$ cat src/rtl/x_mem_arbiter.sv
// rtl/x_mem_arbiter.sv - two-requester memory arbiter with alternating priority and grant timeout
//
// Purpose: shares one downstream memory port between two requesters.  An
// idle cycle always separates grants; on a tie the requester that was not
// granted last wins.  A granted request that waits P_TIMEOUT cycles for the
// downstream completion is completed locally with an error.
//
// Ports:
//   i_clk, i_nrst              clock, asynchronous active-low reset
//   i_rN_valid/rnw/addr/data   requester N request (N = 0,1)
//   o_rN_accept, o_rN_data     requester N completion pulse and read data
//   o_m_valid/rnw/addr/data    downstream request
//   i_m_accept, i_m_data       downstream completion and read data
//   o_err, o_err_src           timeout pulse and last timed-out requester
module x_mem_arbiter #(
  parameter int unsigned P_TIMEOUT = 255
) (
  input  logic        i_clk,
  input  logic        i_nrst,
  input  logic        i_r0_valid,
  input  logic        i_r0_rnw,
  input  logic [31:0] i_r0_addr,
  input  logic [31:0] i_r0_data,
  output logic        o_r0_accept,
  output logic [31:0] o_r0_data,
  input  logic        i_r1_valid,
  input  logic        i_r1_rnw,
  input  logic [31:0] i_r1_addr,
  input  logic [31:0] i_r1_data,
  output logic        o_r1_accept,
  output logic [31:0] o_r1_data,
  output logic        o_m_valid,
  output logic        o_m_rnw,
  output logic [31:0] o_m_addr,
  output logic [31:0] o_m_data,
  input  logic        i_m_accept,
  input  logic [31:0] i_m_data,
  output logic        o_err,
  output logic        o_err_src
);

  localparam logic [7:0]  LP_TIMEOUT = 8'(P_TIMEOUT);
  localparam logic [31:0] LP_ERR_DATA = 32'hDEAD_BEEF;

  typedef enum logic [1:0] {
    S_IDLE   = 2'd0,
    S_GRANT0 = 2'd1,
    S_GRANT1 = 2'd2
  } state_t;

  state_t      state_q, state_d;
  logic        last_q, last_d;
  logic [7:0]  cnt_q, cnt_d;
  logic        err_src_q, err_src_d;

  logic        gnt_idx;
  logic        sel_valid;
  logic        sel_rnw;
  logic [31:0] sel_addr;
  logic [31:0] sel_data;
  logic        acc;
  logic [31:0] acc_data;
  logic        timeout_hit;

  always_ff @(posedge i_clk or negedge i_nrst) begin
    if (!i_nrst) begin
      state_q   <= S_IDLE;
      last_q    <= 1'b1;
      cnt_q     <= 8'd0;
      err_src_q <= 1'b0;
    end else begin
      state_q   <= state_d;
      last_q    <= last_d;
      cnt_q     <= cnt_d;
      err_src_q <= err_src_d;
    end
  end

  // Requester currently owning the downstream port (only meaningful in a grant state).
  always_comb begin
    gnt_idx   = (state_q == S_GRANT1);
    sel_valid = gnt_idx ? i_r1_valid : i_r0_valid;
    sel_rnw   = gnt_idx ? i_r1_rnw   : i_r0_rnw;
    sel_addr  = gnt_idx ? i_r1_addr  : i_r0_addr;
    sel_data  = gnt_idx ? i_r1_data  : i_r0_data;
  end

  // A timeout of zero never matches, so the counter alone cannot end a grant.
  assign timeout_hit = (LP_TIMEOUT != 8'd0) && (cnt_q == LP_TIMEOUT);

  always_comb begin
    state_d   = state_q;
    last_d    = last_q;
    cnt_d     = cnt_q;
    err_src_d = err_src_q;
    o_m_valid = 1'b0;
    o_m_rnw   = 1'b0;
    o_m_addr  = 32'd0;
    o_m_data  = 32'd0;
    o_err     = 1'b0;
    acc       = 1'b0;
    acc_data  = 32'd0;

    case (state_q)
      S_IDLE: begin
        cnt_d = 8'd0;
        if (i_r0_valid && i_r1_valid) begin
          // Tie: favour whoever was not granted last.
          if (last_q) begin
            state_d = S_GRANT0;
            last_d  = 1'b0;
          end else begin
            state_d = S_GRANT1;
            last_d  = 1'b1;
          end
        end else if (i_r0_valid) begin
          state_d = S_GRANT0;
          last_d  = 1'b0;
        end else if (i_r1_valid) begin
          state_d = S_GRANT1;
          last_d  = 1'b1;
        end
      end

      S_GRANT0, S_GRANT1: begin
        o_m_valid = sel_valid;
        o_m_rnw   = sel_rnw;
        o_m_addr  = sel_addr;
        o_m_data  = sel_data;
        if (!sel_valid) begin
          // Requester withdrew: drop the grant quietly.
          state_d = S_IDLE;
        end else if (i_m_accept) begin
          // Downstream completion takes precedence over a coincident timeout.
          acc      = 1'b1;
          acc_data = i_m_data;
          state_d  = S_IDLE;
        end else if (timeout_hit) begin
          o_m_valid = 1'b0;
          o_err     = 1'b1;
          acc       = 1'b1;
          acc_data  = LP_ERR_DATA;
          err_src_d = gnt_idx;
          state_d   = S_IDLE;
        end else if (cnt_q != 8'hFF) begin
          cnt_d = cnt_q + 8'd1;
        end
      end

      default: begin
        state_d = S_IDLE;
      end
    endcase

    o_r0_accept = acc & ~gnt_idx;
    o_r1_accept = acc &  gnt_idx;
    o_r0_data   = (acc & ~gnt_idx) ? acc_data : 32'd0;
    o_r1_data   = (acc &  gnt_idx) ? acc_data : 32'd0;
  end

  assign o_err_src = err_src_q;

endmodule

$ cat config.mk
export PLATFORM = sky130hd
export DESIGN_NAME = x_mem_arbiter
export DESIGN_NICKNAME = d
export VERILOG_FILES = /design/src/rtl/x_mem_arbiter.sv
export SDC_FILE = /design/constraint.sdc
export NUM_CORES = 1
export LEC_CHECK = 0
export BUFFER_PORTS_ARGS = -buffer_cell sky130_fd_sc_hd__buf_4
export CAP_MARGIN = 20
export CORE_AREA = 2 2 116 118
export DETAILED_ROUTE_END_ITERATION = 10
export DIE_AREA = 0 0 118 120
export HOLD_SLACK_MARGIN = 0.05
export PLACE_DENSITY_LB_ADDON = 0.3
export REMOVE_ABC_BUFFERS = 1
export SYNTH_ARGS = -nofsm -noshare
export SYNTH_HDL_FRONTEND = slang
export SYNTH_SLANG_ARGS = --single-unit
$ cat constraint.sdc
create_clock -name i_clk -period 2.15 [get_ports i_clk]
set_clock_uncertainty 0.05 [all_clocks]
set_input_delay 0.5375 -clock i_clk [delete_from_list [all_inputs] [get_ports i_clk]]
set_output_delay 0.5375 -clock i_clk [all_outputs]
set_load 0.05 [all_outputs]
# Yosys cells after proc, flatten, opt, wreduce, memory -nomap -nowiden
# Cells that the tools add are included.
# op_classes
addsub,1
n_eq_ne,10
muxes,41
bitwise,4
n_reduce_logical,9
# op_table
operator,count
two-way mux 32 bit,10
two-way mux 8 bit,4
two-way mux 1 bit,18
one-hot mux 8 bit (2 select lines),1
two-way mux 2 bit,7
adder 8 x 1 -> 8 bit (second input constant),1
== test 8 bit (second input constant),1
!= test 2 bit (second input constant),4
!= test 4 bit (second input constant),2
!= test 8 bit (second input constant),1
AND reduction 5 bit,1
one-hot mux 2 bit (2 select lines),1
AND reduction 2 bit,2
AND reduction 4 bit,1
nonzero test 3 bit,1
AND 1 bit,2
== test 2 x 1 -> 1 bit (second input constant),1
== test 2 bit (second input constant),1
logical NOT 2 bit,1
inverter 1 bit,2
nonzero test 2 bit,1
OR reduction 2 bit,1
logical AND 1 bit,1
# totals
ff_bits,12
input_bits,167
out_inout_bits,134
elab_cells,69

# Logic depth before layout (Yosys ltp)
# Gate-level depths: netlist of the first run.
# depth
ltp_word,7
depth_mapped,8
ltp_nobuf,6

# Worst setup path before layout of the first run
# Ideal clock, no wire load.
# synth_path
path_kind,register to output
startpoint,register state_q[1]
endpoint,output o_r0_data[10]
arrival_ns,2.132
required_ns,1.562
slack_ns,-0.570
path_stages_with_launch,9
n_path_buf,2
cell_sequence,dfrtp_1 -> inv_1 -> ha_1 -> buf_2 -> nand2_1 -> nor2_1 -> o21ai_2 -> clkbuf_1 -> nor2_1
# synth_between
elab_chain_len,6
# synth_lines
item,line,source
start: declaration,51,"state_t state_q, state_d;"
start signal: assignment,72,state_q <= state_d;
== test 2 bit,"81, 104",
two-way mux 1 bit,82,sel_valid = gnt_idx ? i_r1_valid : i_r0_valid;
two-way mux 1 bit,130,if (!sel_valid) begin
two-way mux 1 bit,104,case (state_q)
AND 1 bit,157,o_r0_data = (acc & ~gnt_idx) ? acc_data : 32'd0;
two-way mux 32 bit *,157,
end: declaration,25,"output logic [31:0] o_r0_data,"
# Every way passes the cells marked *; elsewhere a longest branch is shown, timed or not.

# Worst setup path in the final report of the first run
# layout_path
startpoint,register state_q[0]
endpoint,output o_r0_data[2]
# layout_between
elab_chain_len,6
# layout_lines
item,line,source
== test 2 bit *,81,gnt_idx = (state_q == S_GRANT1);
via gnt_idx,56,logic gnt_idx;
two-way mux 1 bit,82,
two-way mux 1 bit,130,
two-way mux 1 bit,104,
AND 1 bit,157,
two-way mux 32 bit *,157,
# Mark *: on every way through the listed nets, which the timed path passes. The rest lies on a longest branch.

==> results of run 1 <==
## registers in the layout (all words and copies together), names as in the netlist
name	flops
cnt_q	8
state_q	2
last_q	1
o_err_src	1
## worst paths after layout
path | end | cells after the start | from | slack (ns)
max | o_r0_data[2] | 9 | state_q[0] | -0.26
min | cnt_q[0] | 1 | i_nrst | 0.08
max reg2reg | cnt_q[6] | 9 | state_q[0] | 0.06
min reg2reg | o_err_src | 1 | o_err_src | 0.49
max in group asynchronous | last_q | 1 | i_nrst | 1.74
min in group i_clk | last_q | 2 | i_r0_valid | 0.46
## stage by stage
stage                     util [%]  hold slack (ns)
final                         48.4           0.0764
after global routing          48.4           0.0829
after global placement        38.4            0.337
after floorplan                  -            0.192
after CTS                     43.8           0.0781
after detailed placement      38.4            0.338
## repair_timing
item | in CTS | in global routing
pin swaps | 7 | 13
gates resized for setup | 145 | 147
buffers inserted | 4 | 1
cloned | 2 | 2
endpoints found under the setup margin | 133 | 136
## cell type report
class	instances	area share, %
clock buffers	4	1.25
inverters	6	0.358
multi-input cells	277	37.8
flip-flops and latches	12	4.80
well taps	176	3.50
repair buffers	332	52.2
## cells in the mapped netlist (all sizes together), types with 2 or more instances
cell / n
mux2i: 65
nand2: 6
o21ai: 5
and3: 11
inv: 6
nor2b: 92
and2: 9
nor2: 52
o211ai: 2
mux2: 2
nand2b: 2
nand3: 4
a21oi: 4
o2111ai: 2
dfrtp: 11
buf: 13
clkbuf: 12
a211o: 2
ha: 3
a31oi: 2
nor3: 3
## layer usage
| layer | wire length [um] | GRT usage (%) |
|---|---|---|
| met3 | 940 | 3.47 |
| met1 | 4920 | 17.3 |
| met2 | 7380 | 33.2 |
| met4 | 194 | 2.86 |
| met5 | 0 | 0 |
## layout by cell type (no fill, tap or decap), drive strengths merged, types with 2 or more instances in the layout
cell / n
clkbuf: 6
a31oi: 2
dfrtp: 11
nand3: 4
a211o: 2
mux2i: 65
inv: 6
and3: 11
o21ai: 5
and2: 9
nor2: 52
nand2: 6
ha: 3
buf: 330
nand2b: 2
o2111ai: 2
o211ai: 2
a21oi: 4
nor3: 3
nor2b: 92
mux2: 2
## report_power, final
| part | switching [mW] | internal, mW | total [mW] |
|---|---|---|---|
| Clock | 0.103 | 0.250 | 0.353 |
| Sequential | 0.0298 | 0.273 | 0.303 |
| Combinational | 4.64 | 3.24 | 7.88 |
## cells by family (layout without fill, tap and decap cells)
| family | Yosys count | in the layout | share of synthesized area [%] |
|---|---|---|---|
| AO/OA/AOI/OAI | 23 | 23 | 7.48 |
| XOR/XNOR | 1 | 1 | 0.372 |
| adder cells (fa/ha/maj) | 3 | 3 | 1.59 |
| buffers and inverters | 31 | 342 | 6.21 |
| flip-flops | 12 | 12 | 12.8 |
| multiplexers | 67 | 67 | 28.7 |
| AND/OR/NAND/NOR | 183 | 183 | 42.8 |
==> summary.txt, run 1 <==
Detailed routing
  – Mean number of vias per cell: 4.39
  – WL per Instance: 16.7 um
  – Total number of vias: 3543
  – Router iterations before antenna repair: 4
  – DRC violations left: 0
  – Iteration-0 DRC count of the detailed router: 88
  – Antenna Nets Post-Route: 0
  – Sum of routed wire length over all layers: 13.4 mm

Die
  – Core box area: 0.0130 sq mm
  – Die X: 118 um
  – Initial cell density of the core: 18.2%
  – Standard-cell rows: 42
  – # IOs: 301
  – Height of the chip: 120 um
  – Die ar.: 0.0142 sq mm

Critical path
  – Worst path cell trace: inv_2, buf_6, ha_4, buf_8, nor2_4, o21ai_4, clkbuf_16, nor2_2, buf_6
  – Data arrival time of the critical path: 1.82 ns
  – Crit-path max FO: 12
  – Top delay family on crit path: buffers and inverters
  – Category of the worst setup path launch point: flop
  – Critical Path Most Common Cell: buf_6
  – Category of the most critical setup path: reg -> out
  – Slowest stage cell on the critical path: dfrtp_1
  – Crit path buffers/inverters: 5
  – Nature of the critical path endpoint: primary output
  – Req. time, crit path: 1.56 ns
  – Crit-path max cell delay: 0.35 ns

STA
  – Hold Vio Cnt, Final: 0
  – Transition time at the pin with the least slew margin: 0.367 ns
  – Unrepaired setup endpoints after global routing: yes
  – Max-slew headroom: 75.5%
  – Min cycle time layout: 2.41 ns
  – Post-route fraction of the period consumed by the critical path: 112%
  – Highest Clock Rate: 0.415 GHz
  – Accumulated negative setup slack: -21.35 ns
  – Setup violations, final: 133
  – Post-layout worst setup margin: -0.259 ns
  – Number of slew-limit violations in the final report: 0

Placement
  – Post-place instance area: 0.00498 sq mm
  – Place WS: -0.108 ns
  – Post-Place Cells: 794
  – Count of port buffers added during placement: 300
  – Detailed placement HPWL: 10.2 mm
  – Final weighted congestion of routability-driven global placement: 0.809

Clock tree
  – Clock latency at the later pin of the worst-skew pair: 0.24 ns
  – CTS clock-pin slew for the worst setup and hold paths: 0.04 ns
  – Clock tree root buffer cell: clkbuf_16
  – Clock Sinks: 12
  – Number of CTS-inserted buffers: 3
  – CTS tree: done
  – H-tree Lvls: 1
  – Maximum root-to-sink buffer count: 2
  – CTS Hold Bufs: 0

Global routing
  – Global route total overflow: 0
  – Total global-route track usage: 16.4%
  – Pin count of the biggest net entering global routing: 47
  – Number of antenna violations at the first check in global routing: 0
  – Vias in the first global route: 3540
  – Global-route wire length before repair: 18.6 mm

Logic synthesis
  – Cell area after synthesis: 0.00236 sq mm
  – Top_reg_cell synth: dfrtp_1
  – Number of synthesized flops with an enable pin: 0
  – Sequential area share after synthesis: 12.8%
  – Mean cell area of the mapped netlist: 7.37 sq um
  – Number of cells produced by synthesis: 320
  – Share of synthesized flip-flops with an asynchronous set or reset: 100%
  – Number of unique standard cell types used by synthesis: 43
  – Area share of the largest cell type after synthesis: 27.6%
  – Number of warning messages in the yosys log: 0
  – Most area-consuming cells after synthesis: mux2i_1 28%, nor2b_1 24%, dfrtp_1 12%
  – Dominant cell type by area after synthesis: mux2i_1
  – Post-synthesis register bit count: 12

Power
  – Maximum vdd ir drop: 728 uV
  – Leakage: 2.90 nW
  – Power per unit of standard cell area: 1360 mW/mm^2
  – Overall power after layout: 8.54 mW

Final layout
  – Synth-to-Final Area Change: 167%
  – Post-Layout Inst Area: 0.00629 sq mm
  – Multi-input combinational cell area: 0.00238 sq mm
  – Total Nets Final: 802
  – # fillers: 1198
  – Number of non-filler instances in the completed layout: 807
  – Count of antenna diodes in the layout: 0
  – Layout cells sized above 1: 71.5%
  – Area occupied by registers: 302 sq um

Min path
  – HP Class: in -> async

Outcome
  – Outcome: finished, violations left
  – Violated checks: setup timing

Run
  – Number of max-cap violations: 0
Note: power is estimated with default switching activity, not from simulation.
==> run 2, diff against run 1 <==
REMOVE_ABC_BUFFERS = unset   (was 1)
clock period = 3.1 ns   (was 2.15 ns; I/O delays follow)
==> run 2 against run 1 <==
  * The run now ends clean
  * Sequential share of layout area grew 1.4 points
  * Critical path depth shrank 2
  * First-iteration DRC count shrank 13%
  * Utilization shrank 11 points
  * Global-route usage shrank 3.2 points
  * Clock power shrank 25%
  * Largest cell class unchanged
  * Final cell count shrank 3.0%
  * Total power shrank 45%
  * Worst setup slack gained 0.49 ns
  * Die area is the same
==> summary.txt, run 2 (synthesis results as in run 1) <==
Final layout
  – Most common cell after layout, fill and taps aside: buf_4
  – Share of the core filled with cells in the final layout: 37.8%
  – Total Nets Final: 778
  – Layout cells sized above 1: 53.9%
  – Number of non-filler instances in the completed layout: 783
  – Post-Layout Inst Area: 0.00490 sq mm
  – # fillers: 1311
  – Number of flip-flops in the largest register: 8
  – Multi-input combinational cell area: 0.00193 sq mm
  – Area occupied by registers: 302 sq um
  – Synth-to-Final Area Change: 108%
  – Register with the most flip-flops: cnt_q
  – Top Registers: cnt_q x8, state_q x2
  – Count of antenna diodes in the layout: 0
  – Most frequent cells in the layout: 306 x buf_4, 91 x nor2b_1, 65 x mux2i_1

Die
  – Die X: 118 um
  – Standard-cell rows: 42
  – Height of the chip: 120 um
  – # IOs: 301
  – Initial cell density of the core: 18.2%
  – Die ar.: 0.0142 sq mm
  – Core box area: 0.0130 sq mm

Outcome
  – Outcome: finished, final reports clean

Detailed routing
  – WL per Instance: 13.2 um
  – DRC violations left: 0
  – Antenna Nets Post-Route: 0
  – Mean number of vias per cell: 4.22
  – Router iterations before antenna repair: 4
  – Sum of routed wire length over all layers: 10.3 mm
  – Total number of vias: 3306
  – Iteration-0 DRC count of the detailed router: 77

Clock tree
  – CTS tree: done
  – CTS clock-pin slew for the worst setup and hold paths: 0.04 ns
  – Clock tree root buffer cell: clkbuf_16
  – Maximum root-to-sink buffer count: 2
  – Number of CTS-inserted buffers: 3
  – Clock Sinks: 12
  – Clock latency at the later pin of the worst-skew pair: 0.24 ns
  – H-tree Lvls: 1
  – Buffers inserted by post-CTS timing repair: 0
  – CTS Hold Bufs: 0

STA
  – Min cycle time layout: 2.87 ns
  – Min Hold Slack: 0.316 ns
  – Highest Clock Rate: 0.349 GHz
  – Setup violations, final: 0
  – Unrepaired setup endpoints after global routing: no
  – Post-route fraction of the period consumed by the critical path: 92.5%
  – Accumulated negative setup slack: 0 ns
  – Hold Vio Cnt, Final: 0
  – Max-slew headroom: 59.3%
  – Number of slew-limit violations in the final report: 0
  – Transition time at the pin with the least slew margin: 0.608 ns

Power
  – Leakage: 2.57 nW
  – Power per unit of standard cell area: 962 mW/mm^2
  – Maximum vdd ir drop: 615 uV
  – P_sw: 2.91 mW
  – Net switching fraction of the power: 61.7%
  – Part of the total power dissipated in the clock network: 5.6%
  – Part of the power in registers: 4.5%
  – Proportion of power drawn by combinational gates: 89.9%
  – Internal power contribution: 1.81 mW

Global routing
  – Vias in the first global route: 3217
  – Number of antenna violations at the first check in global routing: 0
  – Global-route wire length before repair: 15.6 mm
  – Pin count of the biggest net entering global routing: 40
  – Global route total overflow: 0
  – Total global-route track usage: 13.2%

Placement
  – Post-place instance area: 0.00481 sq mm
  – Final weighted congestion of routability-driven global placement: 0.927
  – Detailed placement HPWL: 8.75 mm
  – Count of port buffers added during placement: 300
  – Post-Place Cells: 779

Critical path
  – Slowest stage cell on the critical path: dfrtp_1
  – Crit-path max cell delay: 0.39 ns
  – Worst path cell trace: ha_1, nand3_1, nor2_2, o2111ai_2, buf_4, nor2_1, buf_4
  – Nature of the critical path endpoint: primary output
  – Critical Path Most Common Cell: buf_4
  – Req. time, crit path: 2.27 ns
  – Crit path buffers/inverters: 2
  – Category of the most critical setup path: reg -> out
  – Category of the worst setup path launch point: flop
  – Data arrival time of the critical path: 2.04 ns
  – Crit-path max FO: 25
  – Top delay family on crit path: simple AND/OR/NAND/NOR gates

Min path
  – HP Class: in -> async

Logic synthesis
  – Synthesized net count: 490

Run
  – Number of max-cap violations: 0
## run 2: cell count changes in the layout (fill, tap and decap cells not counted), sizes merged
| cell | previous run | this run |
|---|---|---|
| clkbuf | 6 | 4 |
| buf | 330 | 308 |
## run 2: routing by layer
metal  vias to the layer above  track usage, %  routed length [um]
met4                         0            2.79                 124
met1                      1461            14.1                3780
li1                       1641               -                   -
met2                       193            26.5                5620
met5                         -               0                   0
met3                        11            2.47                 826
## run 2: per-stage QoR
step,setup WS (ns),power [mW]
final,0.233,4.72
after global routing,0.0946,4.93
after CTS,0.0146,4.75
after detailed placement,0.203,4.47
after global placement,0.285,4.45
after floorplan,0.129,3.21
## run 2: area by class of cell
cell class,count,area share (%)
repair buffers,308,47.7
inverters,6,0.459
clock buffers,4,1.81
flip-flops and latches,12,6.15
multi-input cells,277,39.4
well taps,176,4.49
## run 2: power groups by stage
stage                     Combinational, mW  Clock [mW]  Sequential, mW
after floorplan                        3.00           0           0.207
after global placement                 4.24           0           0.212
after detailed placement               4.26           0           0.214
after CTS                              4.27       0.272           0.212
after global routing                   4.43       0.282           0.216
final                                  4.24       0.265           0.212
## run 2: what timing repair did
item                       CTS  global route
hold endpoints to repair     0             0
resized for setup            0             1
setup endpoints to repair    0            25
## run 2: path summary, 6_finish.rpt
check	start	endpoint	slack (ns)	cells after the start
worst max-delay path	cnt_q[0]	o_r1_data[31]	0.23	7
worst min-delay path	i_nrst	cnt_q[2]	0.32	1
worst min register to register	o_err_src	o_err_src	0.48	1
min in group i_clk	o_err_src	o_err_src	0.48	1
worst max register to register	state_q[0]	cnt_q[2]	0.90	6
max in group asynchronous	i_nrst	last_q	2.45	1
